==> src/rtl/noise_pkg.sv <==
// noise_pkg: shared mode type and LFSR constants for the noise channel
package noise_pkg;
    typedef enum logic [1:0] {NOISE_PASS, NOISE_FIXED, NOISE_RAND1, NOISE_RAND2} noise_mode_e;
    localparam logic [15:0] LFSR_POLY    = 16'hB400;
    localparam logic [15:0] DEFAULT_SEED = 16'hACE1;
endpackage

==> src/rtl/noise_lfsr.sv <==
// noise_lfsr: 16-bit Galois LFSR with advance, seed load and zero-seed substitution
module noise_lfsr
    import noise_pkg::*;
#(
    parameter logic [15:0] SEED = DEFAULT_SEED
) (
    input  logic        i_clk,
    input  logic        i_rst_n,
    input  logic        i_adv,
    input  logic        i_load,
    input  logic [15:0] i_seed,
    output logic [15:0] o_state
);
    logic [15:0] state_q, state_d;
    // load beats advance; an all-zero seed would lock the register, so SEED stands in
    always_comb state_d = i_load ? (i_seed == '0 ? SEED : i_seed)
                        : i_adv ? ({1'b0, state_q[15:1]} ^ (state_q[0] ? LFSR_POLY : '0))
                        : state_q;
    // state register
    always_ff @(posedge i_clk or negedge i_rst_n)
        if (!i_rst_n) state_q <= SEED;
        else          state_q <= state_d;
    assign o_state = state_q;
endmodule

==> src/rtl/noise_channel.sv <==
// noise_channel: registered error-injection channel; statistics counters built only when NOISE_CNT_EN is defined
module noise_channel
    import noise_pkg::*;
#(
    parameter int          DATA_W = 8,
    parameter logic [15:0] SEED   = DEFAULT_SEED,
    parameter int          CNT_W  = 16
) (
    input  logic                      i_clk,
    input  logic                      i_rst_n,
    input  logic                      i_valid,
    output logic                      o_ready,
    input  logic [DATA_W-1:0]         i_data,
    input  logic [1:0]                i_mode,
    input  logic [$clog2(DATA_W)-1:0] i_pos,
    input  logic [7:0]                i_rate,
    input  logic                      i_seed_load,
    input  logic [15:0]               i_seed,
    input  logic                      i_clr_cnt,
    output logic                      o_valid,
    input  logic                      i_ready,
    output logic [DATA_W-1:0]         o_data,
    output logic [DATA_W-1:0]         o_err_mask,
    output logic [CNT_W-1:0]          o_word_cnt,
    output logic [CNT_W-1:0]          o_err_cnt
);
    localparam int PW  = $clog2(DATA_W);
    localparam int SW  = PW + 1;
    localparam int PRW = 8 + PW + 1;
    localparam logic [DATA_W-1:0] ONE = DATA_W'(1);

    noise_mode_e       mode;
    logic [15:0]       lfsr;
    logic              accept, inj;
    logic [PRW-1:0]    prod1, prod2;
    logic [PW-1:0]     p1, p2;
    logic [SW-1:0]     d, sum;
    logic [DATA_W-1:0] mask;
    logic [1:0]        nflip;
    logic              valid_q;
    logic [DATA_W-1:0] data_q, mask_q;

    assign mode    = noise_mode_e'(i_mode);
    assign o_ready = !valid_q || i_ready;
    assign accept  = i_valid && o_ready;
    assign inj     = (i_rate == 8'hFF) || (lfsr[7:0] < i_rate);

    noise_lfsr #(.SEED(SEED)) u_lfsr (
        .i_clk   (i_clk),
        .i_rst_n (i_rst_n),
        .i_adv   (accept),
        .i_load  (i_seed_load),
        .i_seed  (i_seed),
        .o_state (lfsr)
    );

    // scale LFSR bytes onto bit positions; the second position is offset by 1..DATA_W-1 so it never collides
    always_comb begin
        prod1 = PRW'(lfsr[15:8]) * PRW'(DATA_W);
        prod2 = PRW'(lfsr[7:0]) * PRW'(DATA_W - 1);
        p1    = PW'(prod1 >> 8);
        d     = SW'(prod2 >> 8) + SW'(1);
        sum   = {1'b0, p1} + d;
        p2    = PW'(sum >= SW'(DATA_W) ? sum - SW'(DATA_W) : sum);
        mask  = mode == NOISE_FIXED ? ({1'b0, i_pos} < SW'(DATA_W) ? ONE << i_pos : '0)
              : mode == NOISE_RAND1 && inj ? ONE << p1
              : mode == NOISE_RAND2 && inj ? (ONE << p1) | (ONE << p2)
              : '0;
        nflip = 2'(mask != '0) + 2'(mode == NOISE_RAND2 && inj);
    end

    // single-stage output register; a stalled word holds until downstream takes it
    always_ff @(posedge i_clk or negedge i_rst_n)
        if (!i_rst_n) begin
            valid_q <= 1'b0;
            data_q  <= '0;
            mask_q  <= '0;
        end else begin
            if (accept) begin
                data_q <= i_data ^ mask;
                mask_q <= mask;
            end
            if (o_ready) valid_q <= i_valid;
        end

    assign o_valid    = valid_q;
    assign o_data     = data_q;
    assign o_err_mask = mask_q;

`ifdef NOISE_CNT_EN
    logic [CNT_W-1:0] word_cnt_q, word_cnt_d, err_cnt_q, err_cnt_d, wbase, ebase;
    logic [CNT_W:0]   esum;
    // clear applies before the increment so a clear with an accept counts just that word
    always_comb begin
        wbase      = i_clr_cnt ? '0 : word_cnt_q;
        ebase      = i_clr_cnt ? '0 : err_cnt_q;
        esum       = {1'b0, ebase} + (CNT_W + 1)'(nflip);
        word_cnt_d = accept && !(&wbase) ? wbase + CNT_W'(1) : wbase;
        err_cnt_d  = !accept ? ebase : esum[CNT_W] ? '1 : esum[CNT_W-1:0];
    end
    // saturating statistics counters
    always_ff @(posedge i_clk or negedge i_rst_n)
        if (!i_rst_n) begin
            word_cnt_q <= '0;
            err_cnt_q  <= '0;
        end else begin
            word_cnt_q <= word_cnt_d;
            err_cnt_q  <= err_cnt_d;
        end
    assign o_word_cnt = word_cnt_q;
    assign o_err_cnt  = err_cnt_q;
`else
    logic unused_cnt;
    assign unused_cnt = ^{i_clr_cnt, nflip};
    assign o_word_cnt = '0;
    assign o_err_cnt  = '0;
`endif
endmodule

==> config.mk <==
export PLATFORM = sky130hd
export DESIGN_NAME = noise_channel
export DESIGN_NICKNAME = d
export VERILOG_FILES = /design/src/rtl/noise_pkg.sv /design/src/rtl/noise_lfsr.sv /design/src/rtl/noise_channel.sv
export SDC_FILE = /design/constraint.sdc
export NUM_CORES = 1
export LEC_CHECK = 0
export CAP_MARGIN = 0
export CORE_MARGIN = 5
export CORE_UTILIZATION = 48
export CTS_CLUSTER_DIAMETER = 100
export DETAILED_ROUTE_END_ITERATION = 10
export PLACE_DENSITY_LB_ADDON = 0.15
export SETUP_SLACK_MARGIN = 0.4
export SLEW_MARGIN = 30
export SYNTH_ARGS = -nofsm -noshare
export SYNTH_HDL_FRONTEND = slang
export SYNTH_SLANG_ARGS = --single-unit
==> constraint.sdc <==
create_clock -name i_clk -period 4.6 [get_ports i_clk]
set_clock_uncertainty 0.15 [all_clocks]
set_input_delay 0.46 -clock i_clk [delete_from_list [all_inputs] [get_ports i_clk]]
set_output_delay 0.46 -clock i_clk [all_outputs]
set_load 0.05 [all_outputs]
==> impl_metrics.py <==
metrics = {
    "hold_path": {
        "hold_path.class": "reg2reg",
        "hold_path_depth": 2,
    },
    "global_routing": {
        "antenna_found_initial": 0,
        "grt_pass1_vias": 2223,
        "use_met1_pct": 24.2,
        "gr-total-overflow": 0,
        "grtUsageMet3_pct": 2.51,
        "grt_pass1_wl_um": 10400,
        "use_met2_pct": 26.2,
        "busiest_layer": "met2",
        "grtUsageTotal_pct": 16.7,
        "grt_max_degree": 34,
    },
    "cells_and_area": {
        "instances_no_fill": 454,
        "areaGrowthSynthToFinish_pct": 27.9,
        "nets": 446,
        "post-route-util_pct": 63.4,
        "multi_input_area_um2": 2040,
        "final_cell_area_um2": 3780,
        "regArea_um2": 840,
        "drive_above_1_share_pct": 20.1,
        "num_antenna_cells": 0,
        "n_fill_cell": 539,
    },
    "route": {
        "drt_first_pass_iters": 4,
        "routedWlPerCell_um": 14.8,
        "drt-total-wl_um": 6700,
        "drc": 0,
        "vias_per_cell": 5.33,
        "drtAntennaViolNets": 0,
        "vias": 2418,
        "drt_iter0_drc": 68,
    },
    "synthesis": {
        "ys_ff_latch": 33,
        "synth_top_area_share_pct": 21.2,
        "syn_avg_cell_area_um2": 9.32,
        "yosysWarnings": 0,
        "synth_area_um2": 2950,
        "synthTopCellsByArea": "dfrtp_1 (21%), buf_4 (8.1%), ha_1 (7.2%)",
        "synth_cells": 317,
        "synth_top_area_cell": "dfrtp_1",
        "synth_edf_count": 0,
        "synthDistinctLibCells": 51,
        "async_flop_share_pct": 100,
        "synthFlopType": "dfrtp_1",
        "ys_seq_area_share_pct": 28.3,
    },
    "setup_path": {
        "r2r_cells": 16,
        "critPathKind": "reg2reg",
        "reg2reg_to": "o_data[3]",
        "critPathMaxFanout": 7,
        "crit_path_end": "o_data[3]",
        "cp-start-kind": "flip-flop",
        "cp.required_ns": 4.60,
        "r2r_start": "u_lfsr.o_state[6]",
        "end_kind": "flip-flop",
        "arrival_ns": 4.17,
        "ff2ff_setup_slack_ns": 0.43,
        "cp-startpoint": "u_lfsr.o_state[6]",
    },
    "run_status": {
        "status": "complete, no violations",
    },
    "floorplanning": {
        "fp.dieH_um": 88.5,
        "fp.dieArea_um2": 7820,
        "rows": 28,
        "coreArea_um2": 5960,
        "die_w_um": 88.5,
        "floorplan.initialDensity_pct": 49.6,
        "io_pins": 93,
    },
    "timing": {
        "rsz0062_at_grt": "yes",
        "worst_pin_slew_ns": 0.772,
        "max-slew-margin-rel_pct": 48.4,
        "tns_ns": 0,
        "drv_slew": 0,
        "fmax_mhz": 240,
        "fin_crit_sh_pct": 90.8,
        "layout_min_cycle_time_ns": 4.17,
        "finalSetupViolCount": 0,
        "hold_viol": 0,
    },
    "clocking": {
        "tritoncts": "built",
        "clockBufferDepth": 2,
        "clkSinkCount": 33,
        "cts_root_buf": "clkbuf_8",
        "clkTransAtPathRegs_ns": 0.07,
        "ctsHoldBuffers": 0,
        "h-tree-depth": 2,
        "numCtsBuffers": 5,
        "clock_latency_ns": 0.28,
    },
    "place": {
        "hpwl_um": 5110,
        "dpl_cell_area_um2": 3470,
        "gp_congestion": 0.870,
        "io_buffer_count": 59,
        "dp.cells": 439,
    },
    "power": {
        "power_mw": 1.52,
        "leakage_nw": 1.59,
        "peakVddDrop_mv": 0.275,
        "power_density_nw_per_um2": 403,
    },
    "run": {
        "maxCapViolCount": 0,
    },
}
placed cells by master (no fill, tap or decap), drive strengths merged, types with 7 or more instances in the layout:
master,netlist,layout
mux2i,7,7
nand2,33,33
a21oi,9,9
fa,8,8
conb,1,32
o211ai,8,8
buf,39,9
xnor2,12,12
nand2b,9,9
ha,17,17
o21ai,19,19
o22a,8,8
inv,15,15
dfstp,8,8
clkdlybuf4s50,0,59
dfrtp,25,25
mux2,10,10
nor2,23,23
registers in the layout, summed over array words and instances (netlist names):
| signal | flops |
|---|---|
| o_data | 8 |
| o_err_mask | 8 |
| u_lfsr.o_state | 16 |
| o_valid | 1 |
cell usage after synthesis (2+ instances only):
| cell type | n |
|---|---|
| a2111oi_0 | 3 |
| a211oi_1 | 6 |
| a21o_1 | 3 |
| a21oi_1 | 8 |
| a221oi_1 | 5 |
| and3_1 | 3 |
| buf_1 | 3 |
| buf_2 | 3 |
| buf_4 | 32 |
| clkbuf_1 | 6 |
| dfrtp_1 | 25 |
| dfstp_2 | 8 |
| fa_1 | 8 |
| ha_1 | 17 |
| inv_1 | 15 |
| mux2_2 | 10 |
| mux2i_1 | 7 |
| nand2_1 | 33 |
| nand2b_1 | 8 |
| nand3_1 | 6 |
| nand4_1 | 5 |
| nor2_1 | 22 |
| nor2b_1 | 2 |
| nor3_1 | 4 |
| nor4_1 | 4 |
| o211ai_1 | 3 |
| o211ai_2 | 4 |
| o21ai_0 | 12 |
| o21ai_1 | 7 |
| o221ai_2 | 4 |
| o22a_1 | 8 |
| or2_2 | 2 |
| xnor2_1 | 12 |
| xor2_1 | 2 |
cells by family (layout without fill, tap and decap cells):
group                      count (synthesis)  after routing  share of synthesized area [%]
muxes                                     17             17                           6.18
xor gates and xnor gates                  15             15                           4.70
other                                      1             32                          0.127
adders and majority gates                 25             25                           12.6
DFF                                       33             33                           28.3
buffers and inverters                     60             91                           12.1
AOI/OAI and AO/OA                         74             74                           21.3
and+or+nand+nor                           92             92                           14.7
area by class of cell:
type                       count  area share [%]
clock buffer                   6            1.92
clock inverter                 2           0.265
inverter                      15            1.49
multi-input combinational    255            53.9
sequential                    33            22.2
tap                           75            2.48
timing repair buffer          68            17.7
power breakdown:
group,switching [mW],internal [mW],leakage (nW)
registers,0.0449,0.340,0.395
logic,0.542,0.390,1.15
clock network,0.101,0.105,0.0450
what timing repair did:
| action | 4_1_cts | 5_1_grt |
|---|---|---|
| resized for setup | 9 | 22 |
| buffers inserted | 1 | 6 |
| endpoints found under the setup margin | 15 | 15 |
| pin swaps | 1 | 14 |
| hold endpoints to repair | 0 | 0 |
worst min-delay path by stage:
stage / start / to / slack [ns]
floorplan: i_rst_n / o_data[0] / 0.01
global placement: o_err_mask[0] / o_err_mask[0] / 0.32
detailed placement: o_data[5] / o_data[5] / 0.33
CTS: o_data[5] / o_data[5] / 0.34
global route: o_data[5] / o_data[5] / 0.38
finish: o_data[2] / o_data[2] / 0.34
worst max-delay path, stage by stage (launching register included):
cell	delay, ns
dfstp_2	0.59
fa_1	0.47
ha_4	0.31
nand3_2	0.08
a21o_4	0.19
and3_4	0.18
xnor2_2	0.15
ha_2	0.20
inv_2	0.04
fa_2	0.64
nand2b_4	0.09
nand2b_4	0.15
a211oi_4	0.23
a211oi_2	0.07
o221ai_2	0.28
xnor2_1	0.16
o21ai_1	0.07
metal layers:
metal | part of all wire [%] | up-vias
met5 | 0 | -
met1 | 44 | 1157
met2 | 49 | 68
met3 | 4.9 | 10
li1 | - | 1183
met4 | 1.5 | 0
per-stage QoR:
| stage | setup WS [ns] | hold WS [ns] |
|---|---|---|
| after CTS | 0.381 | 0.342 |
| after global placement | 0.270 | 0.318 |
| final | 0.425 | 0.336 |
| after floorplan | 0.611 | 0.0144 |
| after detailed placement | 0.210 | 0.326 |
| after global routing | 0.290 | 0.379 |
Power figures use the tool's default switching activity.
